--- config.mk ---
export PLATFORM = sky130hd
export DESIGN_NAME = cp0_regfile_flat
export DESIGN_NICKNAME = d
export VERILOG_FILES = /design/src/rtl/cp0_pkg.sv /design/src/rtl/cp0_regfile_if.sv /design/src/rtl/cp0_timer.sv /design/src/rtl/cp0_regfile.sv /design/src/flat_wrapper.sv
export SDC_FILE = /design/constraint.sdc
export NUM_CORES = 1
export LEC_CHECK = 0
export BUFFER_PORTS_ARGS = -buffer_cell sky130_fd_sc_hd__buf_2
export CORE_UTILIZATION = 52
export CTS_CLUSTER_SIZE = 25
export DETAILED_ROUTE_END_ITERATION = 10
export PLACE_DENSITY = 0.93
export SLEW_MARGIN = 20
export SYNTH_ARGS = -nofsm -noshare
export SYNTH_HDL_FRONTEND = slang
export SYNTH_SLANG_ARGS = --single-unit
--- constraint.sdc ---
create_clock -name clk -period 4.4 [get_ports clk]
set_input_delay 0.44 -clock clk [delete_from_list [all_inputs] [get_ports clk]]
set_output_delay 0.44 -clock clk [all_outputs]
set_load 0.03 [all_outputs]
--- src/rtl/cp0_pkg.sv ---
// Shared CP0 constants: register numbers, ExcCodes, field positions, reset values.
package cp0_pkg;

    localparam logic [4:0] CP0_BADVADDR = 5'd8;
    localparam logic [4:0] CP0_COUNT    = 5'd9;
    localparam logic [4:0] CP0_COMPARE  = 5'd11;
    localparam logic [4:0] CP0_STATUS   = 5'd12;
    localparam logic [4:0] CP0_CAUSE    = 5'd13;
    localparam logic [4:0] CP0_EPC      = 5'd14;

    typedef enum logic [4:0] {
        EXC_INT  = 5'd0,
        EXC_ADEL = 5'd4,
        EXC_ADES = 5'd5,
        EXC_SYS  = 5'd8,
        EXC_BP   = 5'd9,
        EXC_RI   = 5'd10,
        EXC_OV   = 5'd12
    } excode_e;

    localparam int unsigned STATUS_BEV   = 22;
    localparam int unsigned STATUS_IM_LO = 8;
    localparam int unsigned STATUS_EXL   = 1;
    localparam int unsigned STATUS_IE    = 0;
    localparam int unsigned CAUSE_BD     = 31;
    localparam int unsigned CAUSE_TI     = 30;
    localparam int unsigned CAUSE_IP_LO  = 8;
    localparam int unsigned CAUSE_EXC_LO = 2;

    localparam logic [31:0] STATUS_RESET = 32'h0040_0000;

    function automatic logic is_addr_exc(input logic [4:0] code);
        return (code == EXC_ADEL) || (code == EXC_ADES);
    endfunction

endpackage

--- src/rtl/cp0_regfile_if.sv ---
// MEM/WB -> CP0 commit bundle; the pipeline drives master, cp0_regfile consumes slave.
interface cp0_regfile_if;
    logic [31:0] wb_pc;
    logic        wb_cp0_ex;
    logic [4:0]  wb_cp0_excode;
    logic [31:0] wb_cp0_badvaddr;
    logic        wb_cp0_bd;
    logic        wb_cp0_we;
    logic [4:0]  wb_cp0_addr;
    logic [31:0] wb_cp0_wdata;
    logic        wb_cp0_eret_flush;

    modport master (
        output wb_pc, wb_cp0_ex, wb_cp0_excode, wb_cp0_badvaddr, wb_cp0_bd,
               wb_cp0_we, wb_cp0_addr, wb_cp0_wdata, wb_cp0_eret_flush
    );
    modport slave (
        input  wb_pc, wb_cp0_ex, wb_cp0_excode, wb_cp0_badvaddr, wb_cp0_bd,
               wb_cp0_we, wb_cp0_addr, wb_cp0_wdata, wb_cp0_eret_flush
    );
endinterface

--- src/rtl/cp0_timer.sv ---
// CP0 Count/Compare timer: Count advances every COUNT_DIV clocks, TI latches on match.
module cp0_timer
    import cp0_pkg::*;
#(
    parameter int unsigned COUNT_DIV = 2
) (
    input  logic        clk,
    input  logic        resetn,
    input  logic        count_we,
    input  logic        compare_we,
    input  logic [31:0] wdata,
    output logic [31:0] count,
    output logic [31:0] compare,
    output logic        ti
);

    localparam int unsigned     DIV_W    = (COUNT_DIV > 1) ? $clog2(COUNT_DIV) : 1;
    localparam logic [DIV_W-1:0] DIV_LAST = DIV_W'(COUNT_DIV - 1);

    logic [DIV_W-1:0] div;
    logic             tick;

    assign tick = (div == DIV_LAST);

    always_ff @(posedge clk) begin
        if (!resetn) begin
            count   <= '0;
            compare <= '0;
            div     <= '0;
            ti      <= 1'b0;
        end else begin
            if (count_we) begin
                count <= wdata;
                div   <= '0;
            end else begin
                div <= tick ? '0 : div + DIV_W'(1);
                if (tick)
                    count <= count + 32'd1;
            end
            if (compare_we)
                compare <= wdata;
            // A Compare write acknowledges the interrupt even if it coincides with a match.
            if (compare_we)
                ti <= 1'b0;
            else if (count == compare)
                ti <= 1'b1;
        end
    end

endmodule

--- src/rtl/cp0_regfile.sv ---
// CP0 register file and exception/ERET/MTC0 commit at write-back.
// Optional timer (Count/Compare/TI) enabled by defining CP0_TIMER_EN.
module cp0_regfile
    import cp0_pkg::*;
#(
    parameter logic [31:0] EXC_ENTRY = 32'hBFC0_0380,
    parameter int unsigned COUNT_DIV = 2
) (
    input  logic               clk,
    input  logic               resetn,
    cp0_regfile_if.slave       wb,
    input  logic [5:0]         ext_int,
    input  logic [4:0]         cp0_raddr,
    output logic [31:0]        cp0_rdata,
    output logic               int_flush,
    output logic [31:0]        int_pc,
    output logic               has_int
);

    if ((COUNT_DIV == 0) || ((COUNT_DIV & (COUNT_DIV - 1)) != 0)) begin : g_div_check
        $error("cp0_regfile: COUNT_DIV must be a power of two");
    end

    logic [31:0] badvaddr;
    logic [31:0] epc;
    logic [7:0]  status_im;
    logic        status_exl;
    logic        status_ie;
    logic        cause_bd;
    logic [5:0]  cause_ip_hw;
    logic [1:0]  cause_ip_sw;
    logic [4:0]  cause_excode;

    logic [31:0] count;
    logic [31:0] compare;
    logic        ti;
    logic        mtc0_commit;

    logic [31:0] status_word;
    logic [31:0] cause_word;

    assign mtc0_commit = wb.wb_cp0_we & ~wb.wb_cp0_ex & ~wb.wb_cp0_eret_flush;

`ifdef CP0_TIMER_EN
    cp0_timer #(
        .COUNT_DIV (COUNT_DIV)
    ) u_timer (
        .clk        (clk),
        .resetn     (resetn),
        .count_we   (mtc0_commit && (wb.wb_cp0_addr == CP0_COUNT)),
        .compare_we (mtc0_commit && (wb.wb_cp0_addr == CP0_COMPARE)),
        .wdata      (wb.wb_cp0_wdata),
        .count      (count),
        .compare    (compare),
        .ti         (ti)
    );
`else
    assign count   = '0;
    assign compare = '0;
    assign ti      = 1'b0;
`endif

    always_ff @(posedge clk) begin
        if (!resetn) begin
            badvaddr     <= '0;
            epc          <= '0;
            status_im    <= '0;
            status_exl   <= 1'b0;
            status_ie    <= 1'b0;
            cause_bd     <= 1'b0;
            cause_ip_hw  <= '0;
            cause_ip_sw  <= '0;
            cause_excode <= '0;
        end else begin
            cause_ip_hw <= {ext_int[5] | ti, ext_int[4:0]};
            if (wb.wb_cp0_ex) begin
                // A nested exception keeps the original return point.
                if (!status_exl) begin
                    epc      <= wb.wb_cp0_bd ? wb.wb_pc - 32'd4 : wb.wb_pc;
                    cause_bd <= wb.wb_cp0_bd;
                end
                status_exl   <= 1'b1;
                cause_excode <= wb.wb_cp0_excode;
                if (is_addr_exc(wb.wb_cp0_excode))
                    badvaddr <= wb.wb_cp0_badvaddr;
            end else if (wb.wb_cp0_eret_flush) begin
                status_exl <= 1'b0;
            end else if (wb.wb_cp0_we) begin
                case (wb.wb_cp0_addr)
                    CP0_STATUS: begin
                        status_im  <= wb.wb_cp0_wdata[STATUS_IM_LO +: 8];
                        status_exl <= wb.wb_cp0_wdata[STATUS_EXL];
                        status_ie  <= wb.wb_cp0_wdata[STATUS_IE];
                    end
                    CP0_CAUSE: cause_ip_sw <= wb.wb_cp0_wdata[CAUSE_IP_LO +: 2];
                    CP0_EPC:   epc         <= wb.wb_cp0_wdata;
                    default: ;
                endcase
            end
        end
    end

    always_comb begin
        status_word                     = STATUS_RESET;
        status_word[STATUS_IM_LO +: 8]  = status_im;
        status_word[STATUS_EXL]         = status_exl;
        status_word[STATUS_IE]          = status_ie;

        cause_word                      = '0;
        cause_word[CAUSE_BD]            = cause_bd;
        cause_word[CAUSE_TI]            = ti;
        cause_word[CAUSE_IP_LO +: 8]    = {cause_ip_hw, cause_ip_sw};
        cause_word[CAUSE_EXC_LO +: 5]   = cause_excode;

        cp0_rdata = '0;
        case (cp0_raddr)
            CP0_BADVADDR: cp0_rdata = badvaddr;
            CP0_COUNT:    cp0_rdata = count;
            CP0_COMPARE:  cp0_rdata = compare;
            CP0_STATUS:   cp0_rdata = status_word;
            CP0_CAUSE:    cp0_rdata = cause_word;
            CP0_EPC:      cp0_rdata = epc;
            default:      cp0_rdata = '0;
        endcase
    end

    assign int_flush = wb.wb_cp0_ex | wb.wb_cp0_eret_flush;
    assign int_pc    = wb.wb_cp0_ex ? EXC_ENTRY : epc;
    assign has_int   = (|({cause_ip_hw, cause_ip_sw} & status_im)) & status_ie & ~status_exl;

endmodule

--- src/flat_wrapper.sv ---
// flat-port wrapper written by rule: the top's interface ports become plain ports
module cp0_regfile_flat import cp0_pkg::*;
#(
    parameter logic [31:0] EXC_ENTRY = 32'hBFC0_0380,
    parameter int unsigned COUNT_DIV = 2
)
  (clk, resetn, ext_int, cp0_raddr, cp0_rdata, int_flush, int_pc, has_int, wb_wb_pc, wb_wb_cp0_ex, wb_wb_cp0_excode, wb_wb_cp0_badvaddr, wb_wb_cp0_bd, wb_wb_cp0_we, wb_wb_cp0_addr, wb_wb_cp0_wdata, wb_wb_cp0_eret_flush);
  cp0_regfile_if wb_i ();
  input  logic clk;
  input  logic resetn;
  input  logic [5:0] ext_int;
  input  logic [4:0] cp0_raddr;
  output logic [31:0] cp0_rdata;
  output logic int_flush;
  output logic [31:0] int_pc;
  output logic has_int;
  input wire logic [$bits(wb_i.wb_pc)-1:0] wb_wb_pc;
  input wire logic [$bits(wb_i.wb_cp0_ex)-1:0] wb_wb_cp0_ex;
  input wire logic [$bits(wb_i.wb_cp0_excode)-1:0] wb_wb_cp0_excode;
  input wire logic [$bits(wb_i.wb_cp0_badvaddr)-1:0] wb_wb_cp0_badvaddr;
  input wire logic [$bits(wb_i.wb_cp0_bd)-1:0] wb_wb_cp0_bd;
  input wire logic [$bits(wb_i.wb_cp0_we)-1:0] wb_wb_cp0_we;
  input wire logic [$bits(wb_i.wb_cp0_addr)-1:0] wb_wb_cp0_addr;
  input wire logic [$bits(wb_i.wb_cp0_wdata)-1:0] wb_wb_cp0_wdata;
  input wire logic [$bits(wb_i.wb_cp0_eret_flush)-1:0] wb_wb_cp0_eret_flush;
  assign wb_i.wb_pc = wb_wb_pc;
  assign wb_i.wb_cp0_ex = wb_wb_cp0_ex;
  assign wb_i.wb_cp0_excode = wb_wb_cp0_excode;
  assign wb_i.wb_cp0_badvaddr = wb_wb_cp0_badvaddr;
  assign wb_i.wb_cp0_bd = wb_wb_cp0_bd;
  assign wb_i.wb_cp0_we = wb_wb_cp0_we;
  assign wb_i.wb_cp0_addr = wb_wb_cp0_addr;
  assign wb_i.wb_cp0_wdata = wb_wb_cp0_wdata;
  assign wb_i.wb_cp0_eret_flush = wb_wb_cp0_eret_flush;
  cp0_regfile #(.EXC_ENTRY(EXC_ENTRY), .COUNT_DIV(COUNT_DIV)) u_core (.clk(clk), .resetn(resetn), .wb(wb_i), .ext_int(ext_int), .cp0_raddr(cp0_raddr), .cp0_rdata(cp0_rdata), .int_flush(int_flush), .int_pc(int_pc), .has_int(has_int));
endmodule
Word level (Yosys, flattened, before mapping):

Cells that the tools add are included.

* flip-flop bits (word level): 88
* input port bits: 123

* add/subtract/negate cells: 1
* eq/ne operators: 11
* muxes and demuxes: 12
* bitwise logic cells: 7
* reduce and logical (&&, ||, !) cells: 12

Operator list (number)
* two-way mux 32 bit: 7
* one-hot mux 32 bit (4 select lines): 1
* equality test 5 x 4 -> 1 bit, second input constant: 7
* subtractor 32 x 3 -> 32 bit, second input constant: 1
* AND reduction 4 bit: 3
* equality test 5 x 3 -> 1 bit, second input constant: 2
* AND 8 bit: 1
* OR reduction 8 bit: 1
* AND reduction 2 bit: 3
* nonzero test 3 bit: 2
* two-way mux 1 bit: 4
* inequality test 2 bit, second input constant: 2
* nonzero test 2 bit: 2
* inverter 1 bit: 3
* AND 1 bit: 2
* logical OR 1 bit: 1
* OR 1 bit: 1

Depth between registers and ports, before layout:

Gate-level depths: netlist (run 1).

* depth in word-level cells: 5
* depth in mapped cells: 8

Worst setup path before layout (run 1):

No wires, ideal clock.

* kind: in2out
* start: in cp0_raddr[0]
* end: out cp0_rdata[10]
* arrival time: 2104 ps
* data required time: 3960 ps
* path slack: 1856 ps
* stages: 6
* path through: or4b_2 > clkbuf_1 > nor2_1 > buf_2 > a22oi_1 > nand2_1

* cells in the longest elaborated chain, start to end: 2

Ends and longest elaborated chain
* start: declaration: line flat_wrapper.sv:12 `input logic [4:0] cp0_raddr;`
* equality test 5 x 4 -> 1 bit: line cp0_regfile.sv:116 `case (cp0_raddr)`
* one-hot mux 32 bit (4 select lines) *: line cp0_regfile.sv:116
* end: declaration: line flat_wrapper.sv:13 `output logic [31:0] cp0_rdata;`

Mark *: on every way between the ends. The rest lies on a longest branch, timed or not.

Final worst setup path (run 1):

* start: in cp0_raddr[0]
* end: out cp0_rdata[31]

The elaborated chain is that of the path after synthesis.

==> results.md, run 1 <==
- Die X: 98.59 um
- # resized after CTS: 0
- Leak pwr: 0.002535 uW
- Netlist cell types: 61
- CTS tree: built
- Share of the clock period used by the worst path: 62.08%
- Slew HR: 28.22%
- Asr flop ratio synth: 0%
- Hold_buf cts: 0
- Pwr dens: 283.5 nW/um2
- Number of synthesized flops with an enable pin: 0
- CTS root buffer: clkbuf_8
- Routability cong.: 0.9263
- Number of setup violations in the final report: 0
- Placed cell count: 864
- CP bufs+invs: 4
- Final ANT Viol Nets: 0
- Worst skew pair latency: 0.36 ns
- Main synth FF type: dfxtp_1
- Synth Cell Area: about 4900 um2
- Vias: 5,382
- CP delay by family, top: simple AND/OR/NAND/NOR gates
- Initial DRC count: 447
- Worst setup path class: in2out
- Final wirelength: 16,080 um
- Crit. End Element: primary output
- Critical Path RT: 3.96 ns
- Synth top area share: 36.32%
- Port Buf Inserts: 188
- Reg clk slew, reported paths: 0.09 ns
- Layout Utilization: between 60% and 70%
- Number of global-route vias before repair: 4,907
- CP max-delay cell: or4b_2
- Most frequent cell after synthesis: nand2_1
- Fin crit period: about 2.7 ns
- Avg WL per Cell: 18.27 um
- Die Y: just under 100 um
- Ys Warns: 0
- Crit-path cells: buf_2, or4b_2, nor2_2, buf_4, a222oi_1, inv_1, buf_2
- Tightest Pin Transition: about 1.1 ns
- Type of the worst min-delay path: in2reg
- Fin. Hold Viols: 0
- Ports: 189
- CTS Sinks: 88
- Clock Skew: 0.007949 ns
- Area of the multi-input gates: between 2000 and 3000 um2
- Unrepaired setup endpoints after global routing: false
- First-pass GRT wire length: 25,170 um
- Critical path peak fanout: 26
- H-tree levels: 3
- GR Util All Layers: 32.98%
- DRC errors left: 0
- CP peak stage delay: 0.79 ns
- Dominant cell type by area after synthesis: dfxtp_1
- HPWL after DPL: 11,910 um
- Max_cap viols: 0
- FF+latch count, synth: 88
- Die area: 9719 um2
- Syn Inst Count: 605
- Final #Nets: 891
- Fmax: between 300 and 400 MHz
- Synth top area cells: dfxtp_1 (36%), nand2_1 (7.0%), mux2i_1 (5.6%)
- Row count: 34
- Layout Cells excl Fill: 880
- CP most frequent cell: buf_2
- Max-slew violation count: 0
- Overflow after GRT: 0
- Core Box Area: 8891 um2
- Avg Cell Area, Syn: between 8 and 9 um2
- Synth-to-Final Area Change: 24.35%
- Diodes inserted: 0
- Critical path arrival: 2.29 ns
- Initial Util: 54.56%
- CTS buffer count: 9
- Setup TNS: 0 ns
- Reg area: approximately 1800 um2
- VDD IR max: between 0.15 and 0.2 mV
- Vias per Instance: 6.116
- Clk buf depth: 2
- Largest net degree at the start of global routing: 52
- Share of layout cells above drive strength 1: between 30% and 40%
- Fillers: around 760
- Synth Net Count: about 730
- Postcts setup bufs: 0
- Initial antenna violation count: 0
- Most common library cells after synthesis: nand2_1 (91), dfxtp_1 (88), a21oi_1 (45), clkbuf_1 (38), nor2_1 (38)
- Status: finished clean
- Post-synthesis sequential area ratio: 36.32%
- CP Launch Type: input pin
- First drt pass iteration count: 5
==> layout by cell type (no fill, tap or decap), types with 13 or more instances in the layout <==
| cell | n |
|---|---|
| mux2i_1 | 27 |
| buf_2 | 188 |
| nor2b_1 | 21 |
| nor2_1 | 37 |
| nand2_1 | 91 |
| nand3_1 | 13 |
| or2_2 | 15 |
| a22o_1 | 16 |
| dfxtp_1 | 88 |
| a22oi_1 | 15 |
| nor3_1 | 16 |
| o21ai_0 | 19 |
| xnor2_1 | 16 |
| a21oi_1 | 45 |
| nor4_1 | 13 |
==> final cells by class <==
class | count | area share, %
multi-input combinational | 460 | 48.02
clock inverter | 6 | 0.8504
clock buffer | 10 | 2.282
timing repair buffer | 197 | 16.72
tap | 108 | 2.240
inverter | 11 | 0.6845
sequential | 88 | 29.21
==> power breakdown <==
part,switching [uW],internal (uW),total [uW]
registers,37.1,829,866
logic,182,120,302
clock network,312,229,541
==> flip-flops by register name, summed over array words and instances, names as in the netlist <==
name	flops
u_core.cause_ip_sw	2
u_core.badvaddr	32
u_core.status_ie	1
u_core.cause_ip_hw	6
u_core.status_im	8
u_core.cause_bd	1
u_core.status_exl	1
u_core.cause_excode	5
u_core.epc	32
==> through the flow <==
stage	total power (uW)	worst slack (ns)	area, um2	hold WS (ns)
after detailed placement	1180	1.470	5837	0.4522
after CTS	1710	1.464	6026	0.2755
after global routing	1775	1.541	6032	0.2736
after global placement	1172	1.590	5837	0.4414
final	1710	1.669	6032	0.2876
after floorplan	1042	1.856	4851	0.4357
==> final timing paths <==
kind,startpoint,endpoint,slack (ns),depth (start not counted)
setup / recovery,cp0_raddr[0],cp0_rdata[31],1.67,7
hold / removal,ext_int[2],u_core.cause_ip_hw[2],0.29,2
setup reg to reg,u_core.status_exl,u_core.epc[15],2.21,5
hold reg to reg,u_core.cause_bd,u_core.cause_bd,0.47,2
==> metal layers <==
layer / GRT usage, % / vias up / share of wire [%]
li1: - / 2504 / -
met5: 0 / - / 0
met2: 53.79 / 331 / 46
met1: 41.40 / 2497 / 40
met4: 15.61 / 0 / 4.0
met3: 7.589 / 50 / 9.3
==> cell families after synthesis <==
kind of cell | share of synthesized area (%)
flops | 36.32
xor+xnor | 4.514
simple gates | 29.77
compound gates | 18.93
fa+ha+maj | 0.2579
buf+inv | 4.643
mux | 5.571
Power figures use the tool's default switching activity.
==> run 2: changes to the inputs <==
--- a/config.mk
+++ b/config.mk
@@ -6,10 +6,10 @@
 export NUM_CORES = 1
 export LEC_CHECK = 0
 export BUFFER_PORTS_ARGS = -buffer_cell sky130_fd_sc_hd__buf_2
-export CORE_UTILIZATION = 52
+export CORE_UTILIZATION = 49
 export CTS_CLUSTER_SIZE = 25
 export DETAILED_ROUTE_END_ITERATION = 10
-export PLACE_DENSITY = 0.93
+export PLACE_DENSITY = 0.89
 export SLEW_MARGIN = 20
 export SYNTH_ARGS = -nofsm -noshare
 export SYNTH_HDL_FRONTEND = slang
==> constraint.sdc (replaced) <==
create_clock -name clk -period 2.8 [get_ports clk]
set_input_delay 0.28 -clock clk [delete_from_list [all_inputs] [get_ports clk]]
set_output_delay 0.28 -clock clk [all_outputs]
set_load 0.03 [all_outputs]
==> results.md, run 2 (same netlist as run 1, synthesis figures left out) <==
- First-pass GRT wire length: 24,830 um (-1.3%)
- Row count: 35 (+2.9%)
- CTS buffer count: 9 (unchanged)
- Design Area, Final: 6137 um2 (+1.7%)
- Slew HR: 48.10% (+20 points)
- VDD IR max: 0.3565 mV (+87%)
- # resized after CTS: 0 (unchanged)
- Crit-path cells: buf_2, or4b_2, nor2_2, buf_4, a22oi_1, nand2_1, buf_2
- Largest net degree at the start of global routing: 41 (-21%)
- Core Box Area: 9415 um2 (+5.9%)
- Reg clk slew, reported paths: 0.08 ns (about the same)
- Power consumption: 2751 uW (+61%)
- Postcts setup bufs: 0 (unchanged)
- Pwr dens: 448.2 nW/um2 (+58%)
- Highest metal used: met4
- CTS root buffer: clkbuf_8
- Routability cong.: 0.9715 (+4.9%)
- Vias: 5,398 (+0.30%)
- Fillers: 817 (+7.9%)
- Share of the clock period used by the worst path: 81.55%
- Max_cap viols: 0 (unchanged)
- WL met2: 7941 um (+6.8%)
- Clock Skew: 0.004510 ns (-0.003439 ns)
- Critical path peak fanout: 17 (-35%)
- Setup TNS: 0 ns (unchanged)
- Initial DRC count: 407 (-8.9%)
- Overflow after GRT: 0 (unchanged)
- GR Util All Layers: 31.59% (-1.4 points)
- Tightest Pin Transition: 0.7761 ns (-0.2972 ns)
- Fmax: 438.0 MHz
- Top Registers: u_core.badvaddr x32, u_core.epc x32, u_core.status_im x8
- Layout Cells excl Fill: 910 (+3.4%)
- Number of global-route vias before repair: 4,996 (+1.8%)
- CP most frequent cell: buf_2
- Final wirelength: 16,480 um (+2.5%)
- Die area: 10,300 um2 (+6.0%)
- Clk buf depth: 2 (unchanged)
- Die X: 101.5 um (+3.0%)
- Final ANT Viol Nets: 0 (unchanged)
- CP Launch Type: input pin
- First drt pass iteration count: 7 (+2)
- DRC errors left: 0 (unchanged)
- Most frequent cells in the layout: buf_2 (188), nand2_1 (91), dfxtp_1 (88), a21oi_1 (45), nor2_1 (37)
- Ports: 189 (unchanged)
- Initial Util: 51.52% (-3.0 points)
- Placed cell count: 894 (+3.5%)
- Most common cell after layout, fill and taps aside: buf_2
- Synth-to-Final Area Change: 26.52%
- CP max-delay cell: or4b_2
- Max-slew violation count: 0 (unchanged)
- Hold slack final: 0.1284 ns (-0.1591 ns)
- Final #Nets: 900 (+1.0%)
- Placed Area: 5931 um2 (+1.6%)
- Vias per Instance: 5.932 (-3.0%)
- Hold_buf cts: 0 (unchanged)
- Worst setup path class: in2out
- H-tree levels: 3 (unchanged)
- HPWL after DPL: 12,610 um (+5.9%)
- Status: finished clean
- Die Y: 101.5 um (+3.0%)
- Worst skew pair latency: 0.35 ns (about the same)
- Crit. End Element: primary output
- CTS Sinks: 88 (unchanged)
- Number of setup violations in the final report: 0 (unchanged)
- CP peak stage delay: 0.80 ns (about the same)
- Port Buf Inserts: 188 (unchanged)
- Share of layout cells above drive strength 1: 33.03% (+0.78 points)
- Fin crit period: 2.283 ns
- CTS tree: built
- Initial antenna violation count: 0 (unchanged)
- Leak pwr: 0.002584 uW (+1.9%)
- Unrepaired setup endpoints after global routing: false
- Diodes inserted: 0 (unchanged)
- Avg WL per Cell: 18.11 um (-0.91%)
- Critical path arrival: 2.00 ns (-0.29 ns)
- Critical Path RT: 2.52 ns (-1.44 ns)
- WL met3: 1597 um (+6.5%)
- Type of the worst min-delay path: in2reg
- DRT met1 WL: 6409 um (-1.2%)
- Fin. Hold Viols: 0 (unchanged)
run 2: final timing paths:
path,startpoint,cells past startpoint,end,slack (ns)
setup / recovery,cp0_raddr[0],7,cp0_rdata[12],0.52
hold reg to reg,u_core.badvaddr[24],2,u_core.badvaddr[24],0.46
hold / removal,ext_int[2],2,u_core.cause_ip_hw[2],0.13
setup reg to reg,u_core.status_exl,5,u_core.epc[15],0.77
run 2: where the power goes:
group	switching [uW]	internal, uW
clock network	463	440
logic	293	195
registers	56.6	1300
run 2: critical path: cells and delay by family:
family                 cells  cell delay, ns
AOI/OAI and AO/OA          1            0.12
buffers and inverters      3            0.57
and+or+nand+nor            3            1.04
run 2: per-layer routing:
layer / GRT usage, % / vias to the layer above
li1: - / 2511
met1: 37.16 / 2514
met2: 54.84 / 326
met3: 7.591 / 47
met4: 13.60 / 0
met5: 0 / -
run 2: stage by stage:
stage | setup slack [ns] | utilization [%]
2_1_floorplan | 0.5761 | -
3_3_place_gp | 0.5547 | 62.99
3_5_place_dp | 0.5033 | 62.99
4_1_cts | 0.5390 | 65.18
5_1_grt | 0.4303 | 65.18
6_report | 0.5166 | 65.18
run 2: final cells by class:
cell class,count,area (um2),area share [%]
Clock buffer,10,137.6,2.243
Sequential cell,88,1762,28.71
Multi-Input combinational cell,460,2890,47.09
Timing Repair Buffer,206,1076,17.53
Inverter,11,41.29,0.6728
Clock inverter,6,68.82,1.121
Tap cell,129,161.4,2.630
==> run 3: changes to the inputs <==
--- a/config.mk
+++ b/config.mk
@@ -6,10 +6,10 @@
 export NUM_CORES = 1
 export LEC_CHECK = 0
 export BUFFER_PORTS_ARGS = -buffer_cell sky130_fd_sc_hd__buf_2
-export CORE_UTILIZATION = 49
+export CORE_UTILIZATION = 45
 export CTS_CLUSTER_SIZE = 25
 export DETAILED_ROUTE_END_ITERATION = 10
-export PLACE_DENSITY = 0.89
+export PLACE_DENSITY = 0.87
 export SLEW_MARGIN = 20
 export SYNTH_ARGS = -nofsm -noshare
 export SYNTH_HDL_FRONTEND = slang
==> constraint.sdc (replaced) <==
create_clock -name clk -period 1.9 [get_ports clk]
set_input_delay 0.19 -clock clk [delete_from_list [all_inputs] [get_ports clk]]
set_output_delay 0.19 -clock clk [all_outputs]
set_load 0.03 [all_outputs]
==> results.md, run 3 (same netlist as run 1, synthesis figures left out) <==
- CP bufs+invs: 3 (unchanged)
- Area of the multi-input gates: 2910 um2 (+0.69%)
- Vias per Instance: 5.787 (-2.4%)
- Die Y: 105.8 um (+4.3%)
- Leak pwr: 0.002776 uW (+7.4%)
- Worst setup path class: in2out
- Setup TNS: 0 ns (unchanged)
- VDD IR max: 0.4806 mV (+35%)
- Share of layout cells above drive strength 1: 36.16% (+3.1 points)
- Core Box Area: 10,370 um2 (+10%)
- Die X: 105.8 um (+4.3%)
- Row count: 37 (+5.7%)
- Initial antenna violation count: 2 (+2)
- Fin crit period: 1.876 ns
- Max_cap viols: 0 (unchanged)
- CTS tree: built
- Final #Nets: 933 (+3.7%)
- Largest net degree at the start of global routing: 43 (+4.9%)
- Final ANT Viol Nets: 0 (unchanged)
- Ports: 189 (unchanged)
- Final setup margin: 0.02420 ns (-0.4924 ns)
- Slew HR: 55.17% (+7.1 points)
- Fin. Hold Viols: 0 (unchanged)
- Status: finished clean
- Critical path arrival: 1.69 ns (-0.31 ns)
- Post-Place Worst Slack: -0.08565 ns (-0.5889 ns)
- Pwr dens: 640.3 nW/um2 (+43%)
- Crit-path cells: buf_2, or4b_4, nor2_4, clkbuf_16, a22o_1, buf_4
- Avg WL per Cell: 18.16 um (+0.27%)
- Clk buf depth: 2 (unchanged)
- Fillers: 932 (+14%)
- Crit. End Element: primary output
- Worst skew pair latency: 0.36 ns (about the same)
- Top Registers: u_core.badvaddr x32, u_core.epc x32, u_core.status_im x8
- Type of the worst min-delay path: in2reg
- Tightest Pin Transition: 0.6715 ns (-0.1046 ns)
- GR Util All Layers: 29.59% (-2.0 points)
- HPWL after DPL: 12,790 um (+1.4%)
- CTS buffer count: 9 (unchanged)
- Critical Path RT: 1.71 ns (-0.81 ns)
- Vias: 5,498 (+1.9%)
- Synth-to-Final Area Change: 35.49%
- First drt pass iteration count: 7 (unchanged)
- Most common cell after layout, fill and taps aside: buf_2
- Routability cong.: 0.8907 (-8.3%)
- Die area: 11,200 um2 (+8.7%)
- Port Buf Inserts: 188 (unchanged)
- Number of global-route vias before repair: 4,957 (-0.78%)
- Reg area: 1762 um2 (unchanged)
- H-tree levels: 3 (unchanged)
- Clock Skew: 0.005177 ns (+0.0006677 ns)
- Reg clk slew, reported paths: 0.08 ns (about the same)
- CTS root buffer: clkbuf_8
- CTS Sinks: 88 (unchanged)
- Initial Util: 46.78% (-4.7 points)
- CP delay by family, top: simple AND/OR/NAND/NOR gates
- Number of setup violations in the final report: 0 (unchanged)
- Most frequent cells in the layout: buf_2 (172), nand2_1 (88), dfxtp_1 (88), buf_4 (57), a21oi_1 (45)
- First-pass GRT wire length: 25,670 um (+3.4%)
- Initial DRC count: 432 (+6.1%)
- CP max-delay cell: or4b_4
- Max-slew violation count: 0 (unchanged)
- Overflow after GRT: 0 (unchanged)
- CP peak stage delay: 0.55 ns (-0.25 ns)
- Final wirelength: 17,250 um (+4.7%)
- Critical path peak fanout: 6 (-11)
- Hold slack final: 0.04349 ns (-0.08495 ns)
- DRC errors left: 0 (unchanged)
- CP Launch Type: input pin
- Fmax: 533.1 MHz
- Share of the clock period used by the worst path: 98.73%
- Postcts setup bufs: 0 (unchanged)
- Power consumption: 4209 uW (+53%)
## run 3: routing by layer
metal | track usage [%] | routed length [um] | vias up
met4 | 8.929 | 357 | 2
li1 | - | - | 2582
met5 | 0 | 18 | -
met1 | 37.24 | 6891 | 2546
met3 | 6.617 | 1725 | 29
met2 | 50.23 | 8256 | 339
## run 3: cell type report
cell class                 count  share of cell area, %
multi-input combinational    460                  44.28
sequential                    88                  26.80
timing repair buffer         239                  22.35
tap                          136                  2.589
clock buffer                   9                  1.885
clock inverter                 6                  1.428
inverter                      11                 0.6282
antenna                        1                0.03807
## run 3: timing repair
item	in CTS	in global routing
hold buffers	0	0
resized for setup	0	33
setup endpoints to repair	0	23
## run 3: path summary, 6_finish.rpt
check	cells after the start	slack (ns)	from	endpoint
max	6	0.02	cp0_raddr[0]	cp0_rdata[27]
min	2	0.04	ext_int[4]	u_core.cause_ip_hw[4]
max reg2reg	6	0.40	u_core.status_exl	u_core.epc[8]
min reg2reg	2	0.46	u_core.badvaddr[30]	u_core.badvaddr[30]
## run 3: power breakdown
part / switching [uW] / internal [uW] / total (uW) / leakage [uW]
registers: 80.7 / 1920 / 2000 / 0.000719
logic: 444 / 328 / 772 / 0.00195
clock network: 692 / 743 / 1430 / 0.000106
total: 1220 / 2990 / 4210 / 0.00278
## run 3: stage by stage
step | std cells | cell area [um2] | utilization, %
5_1_grt | 949 | 6570 | 63.36
4_1_cts | 946 | 6461 | 62.31
2_1_floorplan | 605 | 4871 | -
6_report | 950 | 6573 | 63.38
3_3_place_gp | 931 | 6243 | 60.21
3_5_place_dp | 931 | 6243 | 60.21
